==> config.mk <==
export PLATFORM = sky130hd
export DESIGN_NAME = pipe_stage_reg
export DESIGN_NICKNAME = d
export VERILOG_FILES = /design/src/rtl/pipe_stage_reg.sv
export SDC_FILE = /design/constraint.sdc
export NUM_CORES = 1
export LEC_CHECK = 0
export BUFFER_PORTS_ARGS = -buffer_cell sky130_fd_sc_hd__buf_2
export CORE_AREA = 2 2 247 249
export DETAILED_ROUTE_END_ITERATION = 16
export DIE_AREA = 0 0 249 251
export HOLD_SLACK_MARGIN = 0.06
export SLEW_MARGIN = 40
export SYNTH_ARGS = -nofsm -noshare
export SYNTH_HDL_FRONTEND = slang
export SYNTH_SLANG_ARGS = --single-unit
==> constraint.sdc <==
create_clock -name clk -period 1.3 [get_ports clk]
set_input_delay 0.26 -clock clk [delete_from_list [all_inputs] [get_ports clk]]
set_output_delay 0.26 -clock clk [all_outputs]
set_load 0.05 [all_outputs]
==> src/rtl/pipe_stage_reg.sv <==
// pipe_stage_reg -- valid/ready pipeline register between memory and writeback.
//
// Holds {data, alu, ctrl, instr} entries. Entries are accepted on in_valid &
// in_ready and presented downstream until out_valid & out_ready.
//
// Build option: define PIPE_STAGE_REG_SKID_EN to add a one-entry skid register
// behind the main register. In that build in_ready is registered ("skid empty")
// and two entries can be held. Without the macro only the main register exists
// and in_ready = !out_valid | out_ready (combinational).
//
// Ports:
//   clk, reset (async, active-low), flush (sync kill of all held entries)
//   in_valid/in_ready, in_data, in_alu, in_ctrl, in_instr   -- upstream side
//   out_valid/out_ready, out_data, out_alu, out_ctrl, out_instr -- downstream side
// out_ctrl is forced to zero while out_valid=0 so bubbles never write the RF;
// the other payload outputs keep their last values.
module pipe_stage_reg #(
  parameter int unsigned DATA_W  = 128,
  parameter int unsigned CTRL_W  = 23,
  parameter int unsigned INSTR_W = 32
) (
  input  logic               clk,
  input  logic               reset,
  input  logic               flush,
  input  logic               in_valid,
  output logic               in_ready,
  input  logic [0:DATA_W-1]  in_data,
  input  logic [0:DATA_W-1]  in_alu,
  input  logic [0:CTRL_W-1]  in_ctrl,
  input  logic [0:INSTR_W-1] in_instr,
  output logic               out_valid,
  input  logic               out_ready,
  output logic [0:DATA_W-1]  out_data,
  output logic [0:DATA_W-1]  out_alu,
  output logic [0:CTRL_W-1]  out_ctrl,
  output logic [0:INSTR_W-1] out_instr
);

  logic               main_v_q,     main_v_d;
  logic [0:DATA_W-1]  main_data_q,  main_data_d;
  logic [0:DATA_W-1]  main_alu_q,   main_alu_d;
  logic [0:CTRL_W-1]  main_ctrl_q,  main_ctrl_d;
  logic [0:INSTR_W-1] main_instr_q, main_instr_d;

  logic accept;
  logic xfer;

  assign accept = in_valid & in_ready;
  assign xfer   = main_v_q & out_ready;

`ifdef PIPE_STAGE_REG_SKID_EN

  logic               skid_v_q,     skid_v_d;
  logic [0:DATA_W-1]  skid_data_q,  skid_data_d;
  logic [0:DATA_W-1]  skid_alu_q,   skid_alu_d;
  logic [0:CTRL_W-1]  skid_ctrl_q,  skid_ctrl_d;
  logic [0:INSTR_W-1] skid_instr_q, skid_instr_d;
  logic               rdy_q,        rdy_d;

  // Gated with reset so in_ready reads 0 throughout reset; the flop itself
  // comes out of reset at 1 so the first post-reset cycle can accept.
  assign in_ready = rdy_q & reset;

  always_comb begin
    main_v_d     = main_v_q;
    main_data_d  = main_data_q;
    main_alu_d   = main_alu_q;
    main_ctrl_d  = main_ctrl_q;
    main_instr_d = main_instr_q;
    skid_v_d     = skid_v_q;
    skid_data_d  = skid_data_q;
    skid_alu_d   = skid_alu_q;
    skid_ctrl_d  = skid_ctrl_q;
    skid_instr_d = skid_instr_q;
    if (flush) begin
      main_v_d = 1'b0;
      skid_v_d = 1'b0;
    end else if (!main_v_q || xfer) begin
      // Main slot is free this edge: the older skid entry goes first to keep
      // order. A full skid implies in_ready=0, so no accept can collide here.
      if (skid_v_q) begin
        main_v_d     = 1'b1;
        main_data_d  = skid_data_q;
        main_alu_d   = skid_alu_q;
        main_ctrl_d  = skid_ctrl_q;
        main_instr_d = skid_instr_q;
        skid_v_d     = 1'b0;
      end else if (accept) begin
        main_v_d     = 1'b1;
        main_data_d  = in_data;
        main_alu_d   = in_alu;
        main_ctrl_d  = in_ctrl;
        main_instr_d = in_instr;
      end else begin
        main_v_d = 1'b0;
      end
    end else if (accept) begin
      // Main is stalled: park the new entry in the skid slot.
      skid_v_d     = 1'b1;
      skid_data_d  = in_data;
      skid_alu_d   = in_alu;
      skid_ctrl_d  = in_ctrl;
      skid_instr_d = in_instr;
    end
    rdy_d = ~skid_v_d;
  end

  always_ff @(posedge clk or negedge reset) begin
    if (!reset) begin
      skid_v_q     <= 1'b0;
      skid_data_q  <= '0;
      skid_alu_q   <= '0;
      skid_ctrl_q  <= '0;
      skid_instr_q <= '0;
      rdy_q        <= 1'b1;
    end else begin
      skid_v_q     <= skid_v_d;
      skid_data_q  <= skid_data_d;
      skid_alu_q   <= skid_alu_d;
      skid_ctrl_q  <= skid_ctrl_d;
      skid_instr_q <= skid_instr_d;
      rdy_q        <= rdy_d;
    end
  end

`else

  assign in_ready = reset & (~main_v_q | out_ready);

  always_comb begin
    main_v_d     = main_v_q;
    main_data_d  = main_data_q;
    main_alu_d   = main_alu_q;
    main_ctrl_d  = main_ctrl_q;
    main_instr_d = main_instr_q;
    if (flush) begin
      main_v_d = 1'b0;
    end else if (accept) begin
      main_v_d     = 1'b1;
      main_data_d  = in_data;
      main_alu_d   = in_alu;
      main_ctrl_d  = in_ctrl;
      main_instr_d = in_instr;
    end else if (xfer) begin
      main_v_d = 1'b0;
    end
  end

`endif

  always_ff @(posedge clk or negedge reset) begin
    if (!reset) begin
      main_v_q     <= 1'b0;
      main_data_q  <= '0;
      main_alu_q   <= '0;
      main_ctrl_q  <= '0;
      main_instr_q <= '0;
    end else begin
      main_v_q     <= main_v_d;
      main_data_q  <= main_data_d;
      main_alu_q   <= main_alu_d;
      main_ctrl_q  <= main_ctrl_d;
      main_instr_q <= main_instr_d;
    end
  end

  assign out_valid = main_v_q;
  assign out_data  = main_data_q;
  assign out_alu   = main_alu_q;
  assign out_instr = main_instr_q;
  assign out_ctrl  = main_v_q ? main_ctrl_q : '0;

endmodule
; ---- Word-level counts from Yosys, hierarchy flattened
; Cells that the tools add are included.
[totals]
reg_bits = 312
latch_bits = 0
mem_bits_rw = 0
romBits = 0
input_bits = 316
word_cells = 17
n_memories = 0
[op_classes]
add_sub_neg = 0
multipliers = 0
n_div = 0
magnitude_cmp = 0
eq_ne = 0
n_shift = 0
muxes = 4
n_bitwise = 6
n_reduce_logical = 2
[ops]
columns = operator, n
row1 = 23-bit 2-to-1 mux, 1
row2 = 1-bit AND, 3
row3 = 1-bit 2-to-1 mux, 3
row4 = 3-bit nonzero test, 1
row5 = 1-bit inverter, 2
row6 = 2-bit AND reduction, 1
row7 = 1-bit OR, 1

; ---- Logic depth before layout (Yosys ltp)
; Gate-level depths: netlist of the first run.
[depth]
depth_word = 6
depth_mapped = 5

; ---- Worst setup path before layout of the first run
; OpenSTA, ideal clock, no wires.
[synth_timing]
kind = reg2reg
from = register main_v_q (netlist: out_valid)
to = register main_ctrl_q[10] (netlist name)
t_arrival_ns = 1.655
slack_ns = -0.480
path_stages_with_launch = 6
n_path_buf = 2
period_less_slack_ns = 1.780
path_cell_list = dfrtp_1 nand2b_2 nand4b_4 buf_2 buf_4 mux2_2
[synth_via]
elab_chain_len = 5
[synth_rtl]
columns = element, line
row1 = start: declaration, 39  ; logic main_v_q, main_v_d;
row2 = start signal: assignment, 159  ; main_v_q <= main_v_d;
row3 = 1-bit inverter, 128  ; assign in_ready = reset & (~main_v_q | out_ready);
row4 = 1-bit OR, 128
row5 = 1-bit AND, 128
row6 = 1-bit AND, 48  ; assign accept = in_valid & in_ready;
row7 = 2-bit AND reduction (no source line), --
row8 = end signal: assignment, 162  ; main_ctrl_q <= main_ctrl_d;
row9 = end: declaration, 42  ; logic [0:CTRL_W-1] main_ctrl_q, main_ctrl_d;
; No other way between the ends.
; A chain may end at the register's enable or synchronous reset.

; ---- Final worst setup path of the first run
[layout_timing]
from = register main_v_q (netlist: out_valid)
to = register main_alu_q (netlist bit out_alu[51])
[layout_via]
elab_chain_len = 5
[layout_rtl]
columns = element, line
row1 = 1-bit inverter, 128
row2 = 1-bit OR, 128
row3 = 1-bit AND, 128
row4 = 1-bit AND, 48
row5 = 2-bit AND reduction (no source line), --
row6 = end signal: assignment, 161  ; main_alu_q <= main_alu_d;
row7 = end: declaration, 41  ; logic [0:DATA_W-1] main_alu_q, main_alu_d;
; No other way between the ends.

==> impl_metrics.tcl, run 1 <==
set metrics [dict create \
    synth_area_leaders "dfrtp_1, mux2_2, mux2_1" \
    nets 2100 \
    r2r-end "out_alu[51]$_DFFE_PN0P_" \
    wl_mm 46.9 \
    wl_per_cell_um 18.1 \
    tritoncts "yes" \
    drtIter0Drc 304 \
    endpoint "out_alu[51]$_DFFE_PN0P_" \
    setup.worst_path.start "out_valid$_DFFE_PN0P_" \
    grt_pass1_vias 11686 \
    cp-start-kind "flip-flop" \
    critical-path-top-delay-family "buffers and inverters" \
    final-seq-area_um2 7810 \
    synth-seq-area-share 0.664 \
    synth.avg_cell_area_um2 17.1 \
    cpMaxStageDelayCell "dfrtp_2" \
    slew_violations 0 \
    die_x_um 249 \
    synth_nets 1002 \
    drt_first_pass_iters 4 \
    placement.io_buffers 628 \
    cpPeakStageDelay_ns 0.43 \
    post-dp-hpwl_mm 27.3 \
    setup_slack_ns -0.451 \
    cts.htree.levels 2 \
    place_congestion 0.812 \
    fmax_mhz 571 \
    ys_types 10 \
    rsz0062_at_grt "yes" \
    holdWs_ns 0.426 \
    finClkSkew_ns 0.00928 \
    slew_headroom 0.506 \
    instances_no_fill 2589 \
    grt_overflow 0 \
    clkLatencyLatePin_ns 0.52 \
    totalPowerFinal_uw 39700 \
    setup_viol 625 \
    root_buffer "clkbuf_16" \
    crit_buf_inv 5 \
    fin_crit_sh 1.35 \
    power_frac_clock 0.243 \
    place_inst 2107 \
    grt_max_degree 124 \
    synth-main-ff-cell "dfrtp_1" \
    crit_cells 8 \
    antenna_found_initial 1 \
    rows 90 \
    worstPathArrival_ns 2.15 \
    ys_top_cells_by_count "dfrtp_1, mux2_2, buf_4" \
    worstPathRequired_ns 1.70 \
    power.leakage_uw 0.0115 \
    drive_gt1_frac 0.650 \
    ys_async_sr_fraction 1.00 \
    failed_checks "negative setup slack" \
    cts_made_buffers 35 \
    synth_seq_cells 312 \
    n_fill_cell 5205 \
    p_comb_frac 0.422 \
    path_cells "nand2b_4 > nand4b_4 > buf_12 > buf_6 > buf_8 > buf_12 > buf_8 > mux2_4" \
    synth_area_um2 11800 \
    syn_inst 686 \
    worstSetupEndpointType "flip-flop" \
    die_h_um 251 \
    dieArea_um2 62500 \
    start_util 0.197 \
    route.vias.total 10291 \
    final_core_util 0.404 \
    p_int_uw 24600 \
    ys_warn_count 0 \
    cts_max_path_buffers 3 \
    power.switching_uw 15100 \
    post-synth-top-count-cell "dfrtp_1" \
    grt_pass1_wl_mm 67.0 \
    maxCapViolations 0 \
    hold_path_class "input pin to asynchronous set/reset pin" \
    cts_sinks 312 \
    p_seq_frac 0.335 \
    yosys.area.top_type_share 0.664 \
    coreArea_um2 59800 \
    status "complete, but fails checks" \
    area_delta_synth_final_pct 105 \
    setup_tns_ns -120.24 \
    path_clk_slew_ns 0.06 \
    reg2reg_slack_ns -0.45 \
    ant_nets 0 \
    p_per_area_nw_per_um2 1640 \
    synth_area_leader_cell "dfrtp_1" \
    crit_type "flip-flop to flip-flop" \
    ir_drop_v 0.00109 \
    multiInputGateArea_um2 3900 \
    tightest_slew_ns 0.742 \
    track_usage 0.137 \
    crit_fanout 7 \
    synth_edf_count 0 \
    via_per_inst 3.97 \
    period_minus_slack_ns 1.75 \
    hold_viol 0 \
    r2r_cells 8 \
    switching_share 0.380 \
    ioPinCount 629 \
    drc_errors 0 \
    worstReg2RegStart "out_valid$_DFFE_PN0P_" \
]
==> cell type report <==
class | instances | share of cell area
repair buffers | 1097 | 0.428
flip-flops and latches | 312 | 0.324
multi-input cells | 338 | 0.162
clock buffers | 54 | 0.0447
well taps | 782 | 0.0405
clock inverters | 5 | 0.00140
diodes | 1 | 0.000104
==> logic make-up (layout without fill, tap and decap cells) <==
| group | after synthesis | count (layout) | synth area share |
|---|---|---|---|
| AOI/OAI and AO/OA | 1 | 1 | 0.000426 |
| other | 0 | 1 | 0 |
| DFF | 312 | 312 | 0.664 |
| buffers and inverters | 36 | 1156 | 0.0215 |
| muxes | 311 | 311 | 0.298 |
| and+or+nand+nor | 26 | 26 | 0.0155 |
==> cell usage in the layout, fill, tap and decap left out, types with 2 or more instances in the layout <==
cell type      Yosys  final
buf_12             0     18
buf_4             30     81
and2_4             0     14
clkinv_2           0      2
clkbuf_16          0     38
buf_2              4    314
clkbuf_1           2      8
buf_16             0     19
clkinvlp_4         0      2
dfrtp_2            0      2
clkbuf_8           0      9
mux2_2           282    270
and2_2             0     10
buf_8              0     41
mux2_4             0     41
buf_6              0    309
dlygate4sd3_1      0    313
dfrtp_1          312    310
==> power groups by stage <==
stage / Sequential, µW / Combinational (µW) / Clock, µW
final: 13300 / 16700 / 9640
after CTS: 13100 / 15600 / 9910
after floorplan: 19300 / 2210 / 0
after detailed placement: 12900 / 12200 / 0
after global placement: 12800 / 12100 / 0
after global routing: 13500 / 17200 / 10300
==> worst register-to-register path, stage by stage (launching register included) <==
cell	delay [ns]
dfrtp_2	0.43
nand2b_4	0.09
nand4b_4	0.10
buf_12	0.17
buf_6	0.12
buf_8	0.12
buf_12	0.15
buf_8	0.15
mux2_4	0.31
==> registers in the layout, summed over array words and instances (netlist names) <==
name / cells
out_alu: 128
out_data: 128
out_instr: 32
out_valid: 1
main_ctrl_q: 23
==> worst min-delay path by stage <==
stage | end | slack (ns)
global placement | out_valid$_DFFE_PN0P_ | 0.47
detailed placement | out_valid$_DFFE_PN0P_ | 0.47
finish | out_alu[27]$_DFFE_PN0P_ | 0.43
floorplan | main_ctrl_q[0]$_DFFE_PN0P_ | -0.04
CTS | out_valid$_DFFE_PN0P_ | 0.44
global route | out_alu[23]$_DFFE_PN0P_ | 0.46
==> what timing repair did <==
item | in CTS | in global routing
buffers inserted | 28 | 65
pin swaps | 0 | 1
hold buffers | 314 | 0
hold endpoints to repair | 407 | 0
gates resized for setup | 637 | 202
endpoints found under the setup margin | 613 | 878
cloned | 23 | 1
==> metal layers <==
layer  GRT usage  wire length (µm)  share of wire  vias to the layer above
met5           0                 0              0                        -
met4      0.0542              1730          0.037                        0
met3      0.0356              2960          0.063                      106
met2       0.255             25300           0.54                      433
met1       0.148             16900           0.36                     5153
li1            -                 -              -                     4599
==> metrics by stage <==
stage	setup slack [ns]	cell area, µm²
CTS	-0.467	23300
detailed placement	-0.281	16200
global placement	-0.244	16200
finish	-0.451	24100
global route	-0.491	24100
floorplan	-0.235	11900
No activity file was read; power rests on OpenSTA's default activity.
==> run 2, diff against run 1 <==
==> constraint.sdc (replaced) <==
create_clock -name clk -period 1.3 [get_ports clk]
set_input_delay 0 -clock clk [delete_from_list [all_inputs] [get_ports clk]]
set_output_delay 0 -clock clk [all_outputs]
set_load 0.05 [all_outputs]
==> run 2 against run 1 <==
The run still ends with negative setup slack left. Fmax up 15%. Hold slack worse by 0.24 ns. Clock power is 7% higher. Non-clock buffer count is 112 lower. Highest routed layer unchanged. Global-route usage shrank 1.8 points. Critical endpoint is now out_alu[79]$_DFFE_PN0P_. Combinational power is 22% lower. Die area stayed put.
==> impl_metrics.tcl, run 2 (synthesized netlist as in run 1, its figures left out) <==
set metrics [dict create \
    status "complete, but fails checks" \
    setup_tns_ns -55.49 \
    final_cell_mix "buf_2, dlygate4sd3_1, dfrtp_1" \
    ir_drop_v 0.00121 \
    worstPathRequired_ns 1.70 \
    drive_gt1_frac 0.606 \
    crit_fanout 18 \
    drc_errors 0 \
    antenna_found_initial 1 \
    holdWs_ns 0.182 \
    hold_viol 0 \
    finalInstanceArea_um2 20800 \
    setup_viol 330 \
    r2r-end "out_alu[79]$_DFFE_PN0P_" \
    final_common_cell "buf_2" \
    start_util 0.197 \
    period_minus_slack_ns 1.53 \
    slew_violations 0 \
    cts.htree.levels 2 \
    fmax_mhz 654 \
    ant_nets 0 \
    finClkSkew_ns 0.00887 \
    tritoncts "yes" \
    hold_path_class "input pin to asynchronous set/reset pin" \
    endpoint "out_alu[79]$_DFFE_PN0P_" \
    slew_headroom 0.546 \
    place_congestion 0.811 \
    power.leakage_uw 0.0100 \
    n_fill_cell 5682 \
    via_per_inst 3.87 \
    worstPathArrival_ns 1.93 \
    wl_per_cell_um 15.6 \
    die_h_um 251 \
    root_buffer "clkbuf_16" \
    path_clk_slew_ns 0.06 \
    area_delta_synth_final_pct 77.4 \
    grt_pass1_vias 10992 \
    ioPinCount 629 \
    failed_checks "negative setup slack" \
    grt_max_degree 106 \
    grt_pass1_wl_mm 59.9 \
    r2r_cells 5 \
    drt_first_pass_iters 4 \
    clkLatencyLatePin_ns 0.53 \
    dieArea_um2 62500 \
    fin_crit_sh 1.18 \
    worstReg2RegStart "out_valid$_DFFE_PN0P_" \
    cts_sinks 312 \
    p_per_area_nw_per_um2 1740 \
    maxCapViolations 0 \
    nets 1989 \
    cts_made_buffers 36 \
    cp-start-kind "flip-flop" \
    worstSetupEndpointType "flip-flop" \
    tightest_slew_ns 0.681 \
    rsz0062_at_grt "yes" \
    rows 90 \
    route.vias.total 9583 \
    cts_max_path_buffers 3 \
    crit_type "flip-flop to flip-flop" \
    reg2reg_slack_ns -0.23 \
    placement.io_buffers 628 \
    post-dp-hpwl_mm 26.5 \
    grt_overflow 0 \
    coreArea_um2 59800 \
    die_x_um 249 \
    wl_mm 38.8 \
    setup_slack_ns -0.229 \
    setup.worst_path.start "out_valid$_DFFE_PN0P_" \
    place_area_um2 16100 \
    drtIter0Drc 310 \
    track_usage 0.120 \
]
[run 2: cell types whose count changed in the layout (fill, tap and decap cells not counted), sizes merged]
cell	delta
dlymetal6s4s	-1
clkinv	-1
bufinv	+3
clkinvlp	-1
buf	-114
dlygate4sd3	+2
clkbuf	+1
[run 2: layer usage]
layer,vias up,track usage,wire length (µm)
met4,0,0.0530,1430
met2,398,0.222,20400
met5,-,0,0
li1,4378,-,-
met3,88,0.0350,2730
met1,4719,0.124,14100
[run 2: repair_timing]
| action | in CTS | in global routing |
|---|---|---|
| resized for setup | 81 | 10 |
| setup endpoints to repair | 330 | 336 |
| hold endpoints to repair | 624 | 0 |
| pin swaps | 0 | 1 |
| cloned | 0 | 2 |
| setup buffers | 1 | 0 |
| hold buffers | 316 | 0 |
[run 2: cell type report]
| class | count | area [µm²] | area share |
|---|---|---|---|
| diodes | 1 | 2.50 | 0.000120 |
| multi-input cells | 338 | 3770 | 0.181 |
| clock inverters | 6 | 108 | 0.00516 |
| well taps | 782 | 978 | 0.0469 |
| flip-flops and latches | 312 | 7810 | 0.375 |
| repair buffers | 985 | 7080 | 0.339 |
| clock buffers | 54 | 1100 | 0.0528 |
[run 2: worst min path at each step]
stage                     startpoint                          to  slack (ns)  depth (start not counted)
after floorplan                reset  main_ctrl_q[0]$_DFFE_PN0P_       -0.30                          0
after global placement         reset     out_alu[18]$_DFFE_PN0P_        0.01                          2
after detailed placement       reset     out_alu[21]$_DFFE_PN0P_        0.02                          2
after CTS                      reset     out_alu[21]$_DFFE_PN0P_        0.18                          4
after global routing           reset     out_alu[21]$_DFFE_PN0P_        0.20                          4
final                          reset     out_alu[21]$_DFFE_PN0P_        0.18                          4
[run 2: where the power goes]
part	switching (µW)	internal, µW
sequential	1040	11700
clock	3930	6390
combinational	9100	4010
total	14100	22100
[run 2: worst max-delay path, cell delays in order (launching register included)]
cell	delay, ns
dfrtp_2	0.44
nand2b_4	0.09
nand4b_4	0.13
buf_12	0.19
clkbuf_16	0.21
mux2_4	0.30
[run 2: through the flow]
step	power [µW]	utilization	cells	setup slack, ns
after detailed placement	25000	0.269	2098	-0.206
after CTS	36500	0.347	2475	-0.232
final	36200	0.349	2478	-0.229
after global placement	24800	0.269	2098	-0.165
after floorplan	21500	-	686	-0.235
after global routing	37700	0.349	2478	-0.263
==> run 3, diff against run 2 <==
Settings changed: ABC_AREA set to 1.
==> run 3 against run 2 <==
The flow still finishes with violations (negative setup slack). Core utilization grew 3.3 points. Setup slack got worse by 0.044 ns. Cell count grew 30%. Clock skew increased by 0.0053 ns. Fmax is 2.8% lower. Via count is 52% higher. Register-to-register slack lost 0.04 ns. Critical path type unchanged. Critical endpoint is now out_alu[40]$_DFFE_PN0P_. Highest routed layer unchanged.
==> impl_metrics.tcl, run 3 <==
set metrics [dict create \
    hold_path_class "input pin to asynchronous set/reset pin" \
    post-synth-top-count-cell "nand2_1" \
    tritoncts "yes" \
    finClkSkew_ns 0.0141 \
    synth_area_leader_cell "dfrtp_1" \
    ioPinCount 629 \
    crit_type "flip-flop to flip-flop" \
    die_h_um 251 \
    failed_checks "negative setup slack" \
    slew_violations 0 \
    yosys.area.top_type_share 0.602 \
    fin_crit_sh 1.21 \
    area_delta_synth_final_pct 75.9 \
    power.leakage_uw 0.0122 \
    drc_errors 0 \
    place_ws_ns -0.0289 \
    coreArea_um2 59800 \
    setup_viol 337 \
    worstPathArrival_ns 2.03 \
    synth_area_leaders "dfrtp_1, nand2_1, nand4_1" \
    synth_area_um2 13000 \
    placement.io_buffers 628 \
    ys_async_sr_fraction 1.00 \
    slew_headroom 0.775 \
    cts.htree.levels 2 \
    worstSetupEndpointType "flip-flop" \
    syn_inst 1438 \
    hold_viol 0 \
    synth_compound_area_frac 0.000965 \
    synth.avg_cell_area_um2 9.02 \
    synthMuxAreaShare 0 \
    drt_first_pass_iters 5 \
    ant_nets 0 \
    post-dp-hpwl_mm 35.1 \
    maxCapViolations 0 \
    start_util 0.217 \
    final_core_util 0.381 \
    worstPathRequired_ns 1.76 \
    wl_per_cell_um 16.5 \
    grt_pass1_vias 14488 \
    rows 90 \
    synth_seq_cells 312 \
    path_clk_slew_ns 0.06 \
    dieArea_um2 62500 \
    track_usage 0.160 \
    cts_sinks 312 \
    synth-seq-area-share 0.602 \
    cts_made_buffers 38 \
    grt_pass1_wl_mm 80.7 \
    drtIter0Drc 1022 \
    ys_types 13 \
    grt_overflow 0 \
    synth_edf_count 0 \
    ir_drop_v 0.000867 \
    place_congestion 0.816 \
    synth-main-ff-cell "dfrtp_1" \
    synth_xor_area_frac 0 \
    status "complete, but fails checks" \
    synthAdderAreaFrac 0 \
    wl_mm 53.0 \
    synth_nets 1754 \
    totalPowerFinal_uw 35300 \
    rsz0062_at_grt "yes" \
    crit_fanout 16 \
    nets 2722 \
    final_common_cell "nand2_1" \
    synth_top_family_by_area "simple AND/OR/NAND/NOR gates" \
    p_per_area_nw_per_um2 1550 \
    via_per_inst 4.52 \
    holdWs_ns 0.195 \
    die_x_um 249 \
    root_buffer "clkbuf_16" \
    drive_gt1_frac 0.338 \
    fmax_mhz 636 \
    antenna_found_initial 1 \
    cp-start-kind "flip-flop" \
    clkLatencyLatePin_ns 0.54 \
    final_cell_mix "nand2_1, buf_2, dlygate4sd3_1" \
    cts_max_path_buffers 3 \
    grt_max_degree 59 \
    route.vias.total 14540 \
    setup_slack_ns -0.272 \
    ys_top_cells_by_count "nand2_1, dfrtp_1, nand4_1" \
    synthSimpleGateAreaFrac 0.339 \
    period_minus_slack_ns 1.57 \
    ys_warn_count 0 \
    setup_tns_ns -38.32 \
    tightest_slew_ns 0.337 \
]
## run 3: changes by cell type in the layout (fill, tap and decap cells not counted), sizes merged, moves of 3 or more
cell | before | now
buf | 668 | 744
nand4 | 0 | 311
nand2 | 0 | 646
and2 | 24 | 0
inv | 0 | 27
clkinv | 2 | 6
dlygate4sd3 | 315 | 318
mux2 | 311 | 0
clkbuf | 56 | 60
## run 3: per-layer routing
layer | share of wire | vias up | GRT usage
li1 | - | 6794 | -
met1 | 0.39 | 6984 | 0.190
met4 | 0.042 | 0 | 0.0753
met3 | 0.068 | 132 | 0.0391
met5 | 0 | - | 0
met2 | 0.50 | 630 | 0.273
## run 3: kinds of logic (layout without fill, tap and decap cells)
| group | Yosys count | count (layout) |
|---|---|---|
| other | 0 | 1 |
| AOI/OAI and AO/OA | 2 | 2 |
| and+or+nand+nor | 959 | 959 |
| DFF | 312 | 312 |
| buffers and inverters | 165 | 1161 |
## run 3: layout make-up
| type | count | area, µm² |
|---|---|---|
| fillers | 5791 | 37000 |
| repair buffers | 1068 | 8200 |
| flip-flops and latches | 312 | 7810 |
| multi-input cells | 961 | 4440 |
| clock buffers | 54 | 1080 |
| well taps | 782 | 978 |
| clock inverters | 14 | 211 |
| inverters | 25 | 93.8 |
| diodes | 1 | 2.50 |
## run 3: worst max-delay path, cell delays in order (launching register included)
cell and delay, ns:
dfrtp_2 0.42, buf_4 0.16, nand2_8 0.09, buf_12 0.11, buf_16 0.17, buf_16 0.17, nand4_1 0.18, nand2_1 0.16
## run 3: through the flow
step / cells / instance area (µm²)
after floorplan: 1438 / 13000
after CTS: 3205 / 22500
after global routing: 3216 / 22800
after detailed placement: 2809 / 17600
after global placement: 2809 / 17600
final: 3217 / 22800
## run 3: final timing paths
kind / start / to / slack, ns / cells past startpoint
worst max-delay path: out_valid$_DFFE_PN0P_ / out_alu[40]$_DFFE_PN0P_ / -0.27 / 7
worst min-delay path: reset / main_ctrl_q[22]$_DFFE_PN0P_ / 0.19 / 3
worst max register to register: out_valid$_DFFE_PN0P_ / out_alu[40]$_DFFE_PN0P_ / -0.27 / 7
worst min register to register: out_alu[4]$_DFFE_PN0P_ / out_alu[4]$_DFFE_PN0P_ / 0.46 / 2
max in group asynchronous: reset / out_data[5]$_DFFE_PN0P_ / 0.28 / 5
min in group clk: flush / out_valid$_DFFE_PN0P_ / 0.24 / 3
## run 3: power by group
group	switching [µW]	total (µW)	internal (µW)
sequential	1000	12400	11400
clock	4270	11100	6810
combinational	8630	11800	3220
## run 3: timing repair
action                                  4_1_cts  5_1_grt
resized for setup                            81       32
gates cloned                                  1        5
hold endpoints to repair                    624        0
hold buffers                                320        0
pin swaps                                     2        9
buffers inserted                              7        6
endpoints found under the setup margin      126      342
